[src/rtl/mbist_march_ctrl.sv]
// March C- sequencer for the MBIST datapath.
// Walks the six March C- elements over the RAM under test, driving address,
// write/expected data and strobes, and collects a pass/fail verdict with the
// first failing address/element and a saturating mismatch count.
// Every output is a register so the RAM and comparator see glitch-free
// controls, and the asynchronous reset drops the strobes at once.
module mbist_march_ctrl #(
    parameter int          ADDR_W = 6,
    parameter logic [7:0]  BG     = 8'h00
) (
    input  logic              clk,
    input  logic              rst_n,
    input  logic              start,
    input  logic              eq,
    output logic [ADDR_W-1:0] addr,
    output logic [7:0]        data_t,
    output logic              ramwe,
    output logic              ramre,
    output logic              busy,
    output logic              done,
    output logic              fail,
    output logic [ADDR_W-1:0] fail_addr,
    output logic [2:0]        fail_elem,
    output logic [7:0]        err_cnt
);

    typedef enum logic [2:0] {
        ST_IDLE = 3'd0,
        ST_WR   = 3'd1,
        ST_RD   = 3'd2,
        ST_CMP  = 3'd3,
        ST_DONE = 3'd4
    } state_t;

    localparam logic [ADDR_W-1:0] ADDR_ZERO = {ADDR_W{1'b0}};
    localparam logic [ADDR_W-1:0] ADDR_MAX  = {ADDR_W{1'b1}};
    localparam logic [2:0]        ELEM_LAST = 3'd5;

    // Value each element expects when reading: "~d" in M2 and M4, "d" otherwise.
    function automatic logic [7:0] rd_val(input logic [2:0] e);
        case (e)
            3'd2, 3'd4: rd_val = ~BG;
            default:    rd_val = BG;
        endcase
    endfunction

    // Value each element writes: "~d" in M1 and M3, "d" otherwise.
    function automatic logic [7:0] wr_val(input logic [2:0] e);
        case (e)
            3'd1, 3'd3: wr_val = ~BG;
            default:    wr_val = BG;
        endcase
    endfunction

    // M3..M5 walk the array downwards.
    function automatic logic is_desc(input logic [2:0] e);
        is_desc = (e >= 3'd3);
    endfunction

    state_t            state_r, state_s;
    logic [2:0]        elem_r, elem_s;
    logic [ADDR_W-1:0] addr_r, addr_s;
    logic [7:0]        data_r, data_s;
    logic              we_r, re_r, busy_r, done_r;
    logic              fail_r, fail_s;
    logic [ADDR_W-1:0] fail_addr_r, fail_addr_s;
    logic [2:0]        fail_elem_r, fail_elem_s;
    logic [7:0]        err_cnt_r, err_cnt_s;

    state_t            adv_state_s;
    logic [2:0]        adv_elem_s;
    logic [ADDR_W-1:0] adv_addr_s;
    logic [7:0]        adv_data_s;
    logic              terminal_s;

    // Where to go once the last op at the current address is finished.
    always_comb begin
        adv_state_s = ST_RD;
        adv_elem_s  = elem_r;
        adv_addr_s  = addr_r;
        adv_data_s  = rd_val(elem_r);
        terminal_s  = is_desc(elem_r) ? (addr_r == ADDR_ZERO) : (addr_r == ADDR_MAX);
        if (!terminal_s) begin
            adv_addr_s = is_desc(elem_r) ? (addr_r - ADDR_W'(1)) : (addr_r + ADDR_W'(1));
            if (elem_r == 3'd0) begin
                adv_state_s = ST_WR;
                adv_data_s  = wr_val(elem_r);
            end else begin
                adv_state_s = ST_RD;
                adv_data_s  = rd_val(elem_r);
            end
        end else if (elem_r == ELEM_LAST) begin
            adv_state_s = ST_DONE;
            adv_addr_s  = ADDR_ZERO;
            adv_data_s  = 8'h00;
        end else begin
            // Every element after M0 opens with a read.
            adv_elem_s  = elem_r + 3'd1;
            adv_addr_s  = is_desc(adv_elem_s) ? ADDR_MAX : ADDR_ZERO;
            adv_state_s = ST_RD;
            adv_data_s  = rd_val(adv_elem_s);
        end
    end

    // Next-state, next-address/data and result bookkeeping.
    always_comb begin
        state_s     = state_r;
        elem_s      = elem_r;
        addr_s      = addr_r;
        data_s      = data_r;
        fail_s      = fail_r;
        fail_addr_s = fail_addr_r;
        fail_elem_s = fail_elem_r;
        err_cnt_s   = err_cnt_r;
        case (state_r)
            ST_IDLE, ST_DONE: begin
                if (start) begin
                    state_s     = ST_WR;
                    elem_s      = 3'd0;
                    addr_s      = ADDR_ZERO;
                    data_s      = wr_val(3'd0);
                    fail_s      = 1'b0;
                    fail_addr_s = ADDR_ZERO;
                    fail_elem_s = 3'd0;
                    err_cnt_s   = 8'd0;
                end else begin
                    state_s = state_r;
                end
            end
            ST_WR: begin
                state_s = adv_state_s;
                elem_s  = adv_elem_s;
                addr_s  = adv_addr_s;
                data_s  = adv_data_s;
            end
            ST_RD: begin
                // Address and expected data stay put while the RAM answers.
                state_s = ST_CMP;
            end
            ST_CMP: begin
                if (!eq) begin
                    err_cnt_s = (err_cnt_r == 8'hFF) ? err_cnt_r : (err_cnt_r + 8'd1);
                    if (!fail_r) begin
                        fail_s      = 1'b1;
                        fail_addr_s = addr_r;
                        fail_elem_s = elem_r;
                    end else begin
                        fail_s = fail_r;
                    end
                end else begin
                    err_cnt_s = err_cnt_r;
                end
                if (elem_r == ELEM_LAST) begin
                    state_s = adv_state_s;
                    elem_s  = adv_elem_s;
                    addr_s  = adv_addr_s;
                    data_s  = adv_data_s;
                end else begin
                    state_s = ST_WR;
                    data_s  = wr_val(elem_r);
                end
            end
            default: begin
                state_s = ST_IDLE;
                addr_s  = ADDR_ZERO;
                data_s  = 8'h00;
            end
        endcase
    end

    // State and output registers; reset aborts any run and clears all results.
    always_ff @(posedge clk or negedge rst_n) begin
        if (!rst_n) begin
            state_r     <= ST_IDLE;
            elem_r      <= 3'd0;
            addr_r      <= ADDR_ZERO;
            data_r      <= 8'h00;
            we_r        <= 1'b0;
            re_r        <= 1'b0;
            busy_r      <= 1'b0;
            done_r      <= 1'b0;
            fail_r      <= 1'b0;
            fail_addr_r <= ADDR_ZERO;
            fail_elem_r <= 3'd0;
            err_cnt_r   <= 8'd0;
        end else begin
            state_r     <= state_s;
            elem_r      <= elem_s;
            addr_r      <= addr_s;
            data_r      <= data_s;
            we_r        <= (state_s == ST_WR);
            re_r        <= (state_s == ST_RD);
            busy_r      <= (state_s == ST_WR) || (state_s == ST_RD) || (state_s == ST_CMP);
            done_r      <= (state_s == ST_DONE);
            fail_r      <= fail_s;
            fail_addr_r <= fail_addr_s;
            fail_elem_r <= fail_elem_s;
            err_cnt_r   <= err_cnt_s;
        end
    end

    assign addr      = addr_r;
    assign data_t    = data_r;
    assign ramwe     = we_r;
    assign ramre     = re_r;
    assign busy      = busy_r;
    assign done      = done_r;
    assign fail      = fail_r;
    assign fail_addr = fail_addr_r;
    assign fail_elem = fail_elem_r;
    assign err_cnt   = err_cnt_r;

endmodule

[config.mk]
export PLATFORM = sky130hd
export DESIGN_NAME = mbist_march_ctrl
export DESIGN_NICKNAME = d
export VERILOG_FILES = /design/src/rtl/mbist_march_ctrl.sv
export SDC_FILE = /design/constraint.sdc
export NUM_CORES = 1
export LEC_CHECK = 0
export CAP_MARGIN = 20
export CELL_PAD_IN_SITES_DETAIL_PLACEMENT = 1
export CELL_PAD_IN_SITES_GLOBAL_PLACEMENT = 1
export CORE_MARGIN = 2
export CORE_UTILIZATION = 43
export CTS_CLUSTER_DIAMETER = 100
export DETAILED_ROUTE_END_ITERATION = 10
export HOLD_SLACK_MARGIN = 0.05
export PLACE_DENSITY = 0.88
export SLEW_MARGIN = 20
export SYNTH_ARGS = -nofsm -noshare
export SYNTH_HDL_FRONTEND = slang
export SYNTH_SLANG_ARGS = --single-unit
[constraint.sdc]
create_clock -name clk -period 4.5 [get_ports clk]
set_input_delay 0.45 -clock clk [delete_from_list [all_inputs] [get_ports clk]]
set_output_delay 0.45 -clock clk [all_outputs]
set_load 0.005 [all_outputs]
==> results.txt, run 1 <==
For this run, the post-layout net count is 266. The proportion of synthesized chip area in sequential cells was 41.92%. Using the TritonRoute via totals, the vias-per-cell ratio works out to 5.703. The count of buffers inserted at the top-level ports is 39.

The maximum fanout along the worst path is 13, and the maximum clock insertion buffer count is 2. After detailed routing, the number of remaining DRC violations is 0. In the finished design, the share of the clock period the worst path needs comes to 66.38%.

Counting the buffers created by CTS gives 5. Slew at the pin closest to its max-slew limit: 0.7362 ns. The clock period could shrink to 2.987 ns.

The synthesized netlist occupies a cell area of 2090 µm². The half-perimeter wire length of the detailed placement result came out at 3.924 mm. TritonCTS built the clock tree.

The wire length of the first global-routing pass was 8.721 mm; the horizontal die dimension was 73.71 µm. For this run, the leading register cell type out of synthesis is dfrtp_1. The via count was 1745.

Across the run, the number of max-cap violations was 0. The remaining number of nets flagged by the antenna check after routing came out at 0. The register bit total from synthesis was 35. The most critical setup path has its endpoint at addr[5]. The vertical die dimension works out to 73.71 µm.

VDD sags by at most 0.1952 mV. The final number of hold-violating endpoints is 0, and the global routing usage summed across all routing layers is 21.07%. The H-tree depth is 2. Ranked by instance count, the synthesized netlist is headed by dfrtp_1, nand2_1, nor2_1. Entering global routing, the biggest net connects 36 pins.

The initial antenna violation count is 0, and the number of gates resized after CTS is 0. At the worst endpoint, the arrival time is 3.18 ns. The tools report the capture instance of the worst register-to-register path as addr[5]. After clock tree synthesis, the flow added hold-fix buffers numbering 0. Setup repair after global routing left no endpoint under its margin. The depth of the most critical reg-to-reg path was 9; the overall overflow remaining after global route was 0. In this run the post-CTS setup repair buffer count came out at 0.

The area share of the largest cell type after synthesis was 41.92%; the synthesized instance count was 215. For this configuration, the core starts out at a cell density of 44.53%. By area the synthesized netlist is led by dfrtp_1, ha_1, a22o_1, nand2_1, nor2_1. The via count of the first global-routing pass is 1773, and the final worst clock skew is 0.006788 ns. The final-report max-slew violation count was 0.

The tightest min-delay check is of the reg2reg type. By instance count, the leading cell after synthesis is dfrtp_1. The areal power density over the cells was 426.9 nW/µm²; the detailed router's first-iteration violation count was 65.

Synthesized area per cell: 9.719 µm². In this run the worst setup path begins at elem_r[2]. The cell taking the most area after synthesis is dfrtp_1.

The startpoint of the worst-slack reg-to-reg timing path is elem_r[2]. Yosys mapped the design onto 50 distinct sky130hd cell types. Type of the worst setup path: reg2reg. Net count of the mapped netlist: 230. The maximum cell stage delay along the critical path is 0.57 ns, and the sink count of the clock tree is 35.

The sum of negative setup slack is 0 ns. The tools report the setup violation total in the final timing report as 0. Wire length reported by the detailed router: 5.245 mm.

The worst-case register-to-register setup slack was 1.51 ns. The first detailed-routing pass took 4 iterations. The number of antenna diodes in the final layout is 0. The buffer cell driving the clock tree root is clkbuf_8.

Cell count after placement: 298. The share of layout cells above drive strength 1 works out to 7.937%. In this run the standard cell core region covers 4692 µm². The average wire per cell in the routed design was 17.14 µm; the total leakage power was 1.097 nW. Clock latency reported for the late side of the worst-skew pair: 0.29 ns. The standard cell with the maximum stage delay on the critical path was dfrtp_1. The worst setup path is launched from a flop. The worst pin sits at a relative slew slack of 50.59%. The tools report the global placement routability congestion as 0.8410. Count of non-filler cells in the finished layout: 306.

For the I/O pin total, the log shows 40. The completed layout was analyzed and its total power is 0.001093 W. Relative to the synthesized area, the layout overhead comes to 22.52%.

STA puts the critical path data required time at 4.69 ns. Walking the worst path, the cells encountered are inv_1 -> ha_1 -> a211o_1 -> ha_1 -> o21ai_0 -> nor2_1 -> mux2_2 -> a211o_1 -> o211ai_1. In this run, synthesis inferred 0 flip-flops with an integrated enable.

During synthesis, Yosys emitted a total of 0 warnings. Static timing analysis puts the maximum clock frequency at 0.3348 GHz. The worst setup path is captured at a flop. Clock-pin slew was measured on the worst setup and hold paths at 0.07 ns. The die area was 5433 µm². For this run, asynchronously set or reset flops after synthesis account for 100.0%.

In this run the core area contains 25 standard-cell rows. The run finished with clean final reports.
cell families (layout without fill, tap and decap cells):
logic type      after synthesis  after routing  synth area share (%)
fa+ha+maj                    11             11                 6.946
xor+xnor                      5              5                 2.096
mux                           6              6                 3.173
compound gates               62             62                 21.20
buf+inv                      22             59                 5.868
simple gates                 74             74                 18.80
flops                        35             35                 41.92
through the flow:
step / instance area (µm²) / utilization, % / setup slack, ns / hold slack, ns
finish: 2560 / 54.56 / 1.513 / 0.5072
floorplan: 2090 / - / 1.904 / 0.1544
global route: 2560 / 54.56 / 1.320 / 0.5501
CTS: 2555 / 54.45 / 1.500 / 0.5106
detailed placement: 2474 / 52.72 / 1.532 / 0.4951
global placement: 2474 / 52.72 / 1.699 / 0.4885
registers in the layout (all words and copies together), names as in the netlist, 3 cells and up:
register	flops
addr	6
elem_r	3
err_cnt	8
fail_addr	6
fail_elem	3
state_r	3
area by class of cell:
cell class | count | area, µm²
clock buffer | 7 | 76.32
clock inverter | 1 | 5.005
fill | 549 | 2132
inverter | 11 | 41.29
multi-input combinational | 158 | 1096
sequential | 35 | 875.8
tap | 54 | 67.56
timing repair buffer | 40 | 397.9
how the worst min path moves through the flow:
stage | from | end | cells past startpoint
6_report | fail_addr[3] | fail_addr[3] | 1
3_3_place_gp | fail_addr[3] | fail_addr[3] | 1
2_1_floorplan | rst_n | addr[0] | 0
4_1_cts | fail_addr[3] | fail_addr[3] | 1
3_5_place_dp | fail_addr[3] | fail_addr[3] | 1
5_1_grt | fail_addr[0] | fail_addr[0] | 1
cells in the final DEF, fill, tap and decap left out, drive strengths merged, types with 7 or more instances in the layout:
master         instances
ha                    10
clkdlybuf4s50         39
inv                   11
a21oi                 11
o21ai                 15
nand2                 20
dfrtp                 35
nor2                  18
a22o                   9
clkbuf                 7
critical path, delay by kind of cell (launching register included):
family | cells | cell delay (ns)
AOI/OAI and AO/OA | 4 | 0.91
adders and majority gates | 2 | 0.69
buffers and inverters | 1 | 0.13
DFF | 1 | 0.57
muxes | 1 | 0.36
and+or+nand+nor | 1 | 0.22
power by group:
part | total (W) | switching (W) | leakage (nW) | internal (W)
Clock | 0.000216 | 0.000108 | 0.0422 | 0.000108
Combinational | 0.000416 | 0.000194 | 0.586 | 0.000222
Sequential | 0.000461 | 0.0000887 | 0.468 | 0.000372
Total | 0.00109 | 0.000390 | 1.10 | 0.000702
metal layers:
metal	vias up	track usage, %	share of wire, %
li1	847	-	-
met1	863	26.85	45
met2	29	35.91	51
met3	6	3.841	2.1
met4	0	6.869	1.6
met5	-	0	0
Note: power is estimated with default switching activity, not from simulation.
==> inputs of run 2 (changes only) <==
- CORE_UTILIZATION: 43 -> 40
- PLACE_DENSITY: 0.88 -> 0.83
- clock period: 4.5 -> 2.8 ns (I/O delays scaled with it)
==> run 2 against run 1 <==
Wire length increased by 1.9%. Fmax increased by 14%. Global-route usage decreased by 1.8 points. Non-clock buffer count increased by 7. Largest cell class unchanged. Final cell count increased by 7.5%. Clock skew decreased by 0.0012 ns. First-iteration DRC count increased by 31%. Core utilization decreased by 2.7 points. Critical path type unchanged. Register-to-register slack got worse by 1.3 ns.
==> results.txt, run 2 (same netlist as run 1, synthesis figures left out) <==
The library cells used most frequently in the layout, excluding fill and tap cells, are clkdlybuf4s50_1, dfrtp_1, nand2_1. The tools report the number of standard-cell rows in the floorplan as 26 (+4.0%). Wire length of the first global-routing pass: 9.045 mm (+3.7%).

STA classifies the critical path endpoint as a flop. Setup violation total in the final timing report: 0 (unchanged). The share of layout cells above drive strength 1 was 10.81% (+2.9 points).

The tools report the sequential cell area as 875.8 µm² (unchanged). The sink count of the clock tree came out at 35 (unchanged). The first-pass iteration count of the detailed router came out at 4 (unchanged). The flow ran to the end, and the final reports show no timing, DRC or antenna violations. The run gives 602 (+9.7%) as the total of fill cells in the finished design. The remaining number of nets flagged by the antenna check after routing is 0 (unchanged), and the net total in the final layout is 273 (+2.6%). The tools report the H-tree depth as 2 (unchanged). Setup repair after global routing left no endpoint under its margin. The number of gates resized after CTS is 0 (unchanged), and the average wire per cell in the routed design is 16.24 µm (-5.2%). The areal power density over the cells was 674.0 nW/µm² (+58%); the clock latency reported for the late side of the worst-skew pair was 0.29 ns (about the same). The peak ir drop on the vdd network is 0.3356 mV (+72%). Proportion of power drawn by flip-flops and latches: 41.7% (-0.5 points). The run gives 5075 µm² (+8.2%) as the core box area. The worst max-slew margin expressed relative to the limit was 49.70% (-0.90 points); the clock share of power was 20.1% (+0.3 points).

The worst path buffer plus inverter count is 0 (-1), and the total leakage power is 1.138 nW (+3.7%). The maximum clock frequency is 0.3822 GHz (+14%). The run gives 36 (unchanged) as the pin count of the biggest net entering global routing. The overall overflow remaining after global route was 0 (unchanged). The most common cell after layout, fill and taps aside is clkdlybuf4s50_1. The fraction of the cycle the final worst path needs was 93.46% (+27 points). Most frequent cell on the critical path: ha_1.

The via count was 1802 (+3.3%); the number of buffers inserted for hold repair after clock tree synthesis was 0 (unchanged). The final-report max-slew violation count is 0 (unchanged). For the detailed router's first-iteration violation count, the log shows 85 (+31%).

Grouping stages by cell kind, the critical path spends the most delay in adder cells. The tools report the multi-input combinational cell area as 1091 µm² (-0.46%). Arrival time reported for the critical path endpoint: 2.82 ns (-0.36 ns). Classification of the worst-slack hold path: in2async.

The minimum clock period after layout works out to 2.617 ns (-0.3705 ns). The global routing usage summed across all routing layers came out at 19.24% (-1.8 points). The maximum clock insertion buffer count came out at 2 (unchanged).

The post-route worst hold slack was 0.4124 ns (-0.09485 ns); the maximum fanout along the worst path was 4 (-9). The internal power was 0.001132 W (+61%); the combinational power share was 38.2% (+0.2 points). The tools report the DRC violation count after routing as 0 (unchanged). For the global placement routability congestion, the log shows 0.8563 (+1.8%).

The die area is 5818 µm² (+7.1%), and the CTS clock-pin slew for the worst setup and hold paths is 0.07 ns (about the same). Traced cell by cell, the critical path runs through ha_1 -> ha_1 -> a211o_1 -> ha_1 -> o21ai_0 -> nor2_1 -> mux2_2 -> a211o_1 -> o211ai_1. The cell sitting at the root of the clock tree is a clkbuf_8. Type of the worst setup path: reg2reg. The logs give 4.070 mm (+3.7%) for the half-perimeter wire length of the detailed placement result and 40 (unchanged) for the I/O pin total.

The count of buffers inserted at the top-level ports was 39 (unchanged); the horizontal die dimension was 76.28 µm (+3.5%). The slowest stage of the critical path belongs to the cell dfrtp_1. Initial antenna violation count: 0 (unchanged).

The sum of negative setup slack is 0 ns (unchanged). Wire length reported by the detailed router: 5.344 mm (+1.9%). For the antenna diode instance count, the log shows 0 (unchanged). The number of clock buffers inserted by TritonCTS is 5 (unchanged), and the switching share of power is 36.16% (+0.43 points). The initial core utilization was 41.17% (-3.4 points).

Compared with the post-synthesis result, the final layout area differs by 25.87%. The maximum cell stage delay along the critical path was 0.39 ns (-0.18 ns). The tools report the count of maximum capacitance violations as 0 (unchanged). TritonCTS built the clock tree. The ratio of routed vias to standard cells works out to 5.477 (-4.0%). The slew at the pin closest to its max-slew limit works out to 0.7495 ns (+0.01335 ns). The vertical die dimension was 76.28 µm (+3.5%). The via count of the first global-routing pass was 1906 (+7.5%); the total setup buffers inserted after CTS was 0 (unchanged). The required time at the endpoint of the critical path came out at 3.01 ns (-1.68 ns).

The category of the worst setup path launch point was a flop. The number of flip-flops in the largest register is 8 (unchanged), and the switching power of the nets is 0.0006411 W (+64%). The final worst clock skew was 0.005563 ns (-0.001225 ns); the final number of hold-violating endpoints was 0 (unchanged).
run 2: changes by cell type in the layout (fill, tap and decap cells not counted), sizes merged:
cell	change
buf	+7
clkbuf	-2
clkinv	+2
run 2: path summary, 6_finish.rpt:
kind	from	endpoint	slack (ns)	cells after the start
max	elem_r[0]	addr[5]	0.18	9
min	rst_n	elem_r[0]	0.41	2
max reg2reg	elem_r[0]	addr[5]	0.18	9
min reg2reg	fail_addr[2]	fail_addr[2]	0.50	1
max in group asynchronous	rst_n	state_r[0]	2.07	2
min in group clk	fail_addr[2]	fail_addr[2]	0.50	1
run 2: cell type report:
class / instances / area share, %
inverter: 11 / 1.570
clock buffer: 5 / 2.617
tap: 70 / 3.330
clock inverter: 3 / 0.5709
timing repair buffer: 47 / 17.13
multi-input combinational: 158 / 41.48
sequential: 35 / 33.30
run 2: power by group through the flow:
stage	Clock (W)	Sequential (W)	Combinational [W]
after CTS	0.000361	0.000738	0.000690
after detailed placement	0	0.000746	0.000686
final	0.000356	0.000739	0.000678
after global routing	0.000392	0.000757	0.000757
after floorplan	0	0.000702	0.000403
after global placement	0	0.000741	0.000659
run 2: stage by stage:
step                util, %  cell area, µm²  std cells  power, W  setup slack (ns)
finish                51.82            2630        329  0.001773            0.1833
global route          51.82            2630        329  0.001905          0.006539
CTS                   51.82            2630        329  0.001789            0.1671
detailed placement    50.17            2546        321  0.001432            0.1917
global placement      50.17            2546        321  0.001401            0.2813
floorplan                 -            2090        215  0.001105            0.2041
run 2: metal layers:
layer	GRT usage, %	wire [µm]	part of all wire [%]	vias up
met3	2.607	131	2.5	9
li1	-	-	-	858
met1	23.48	2407	45	904
met2	34.51	2705	51	31
met4	7.091	101	1.9	0
met5	0	0	0	-
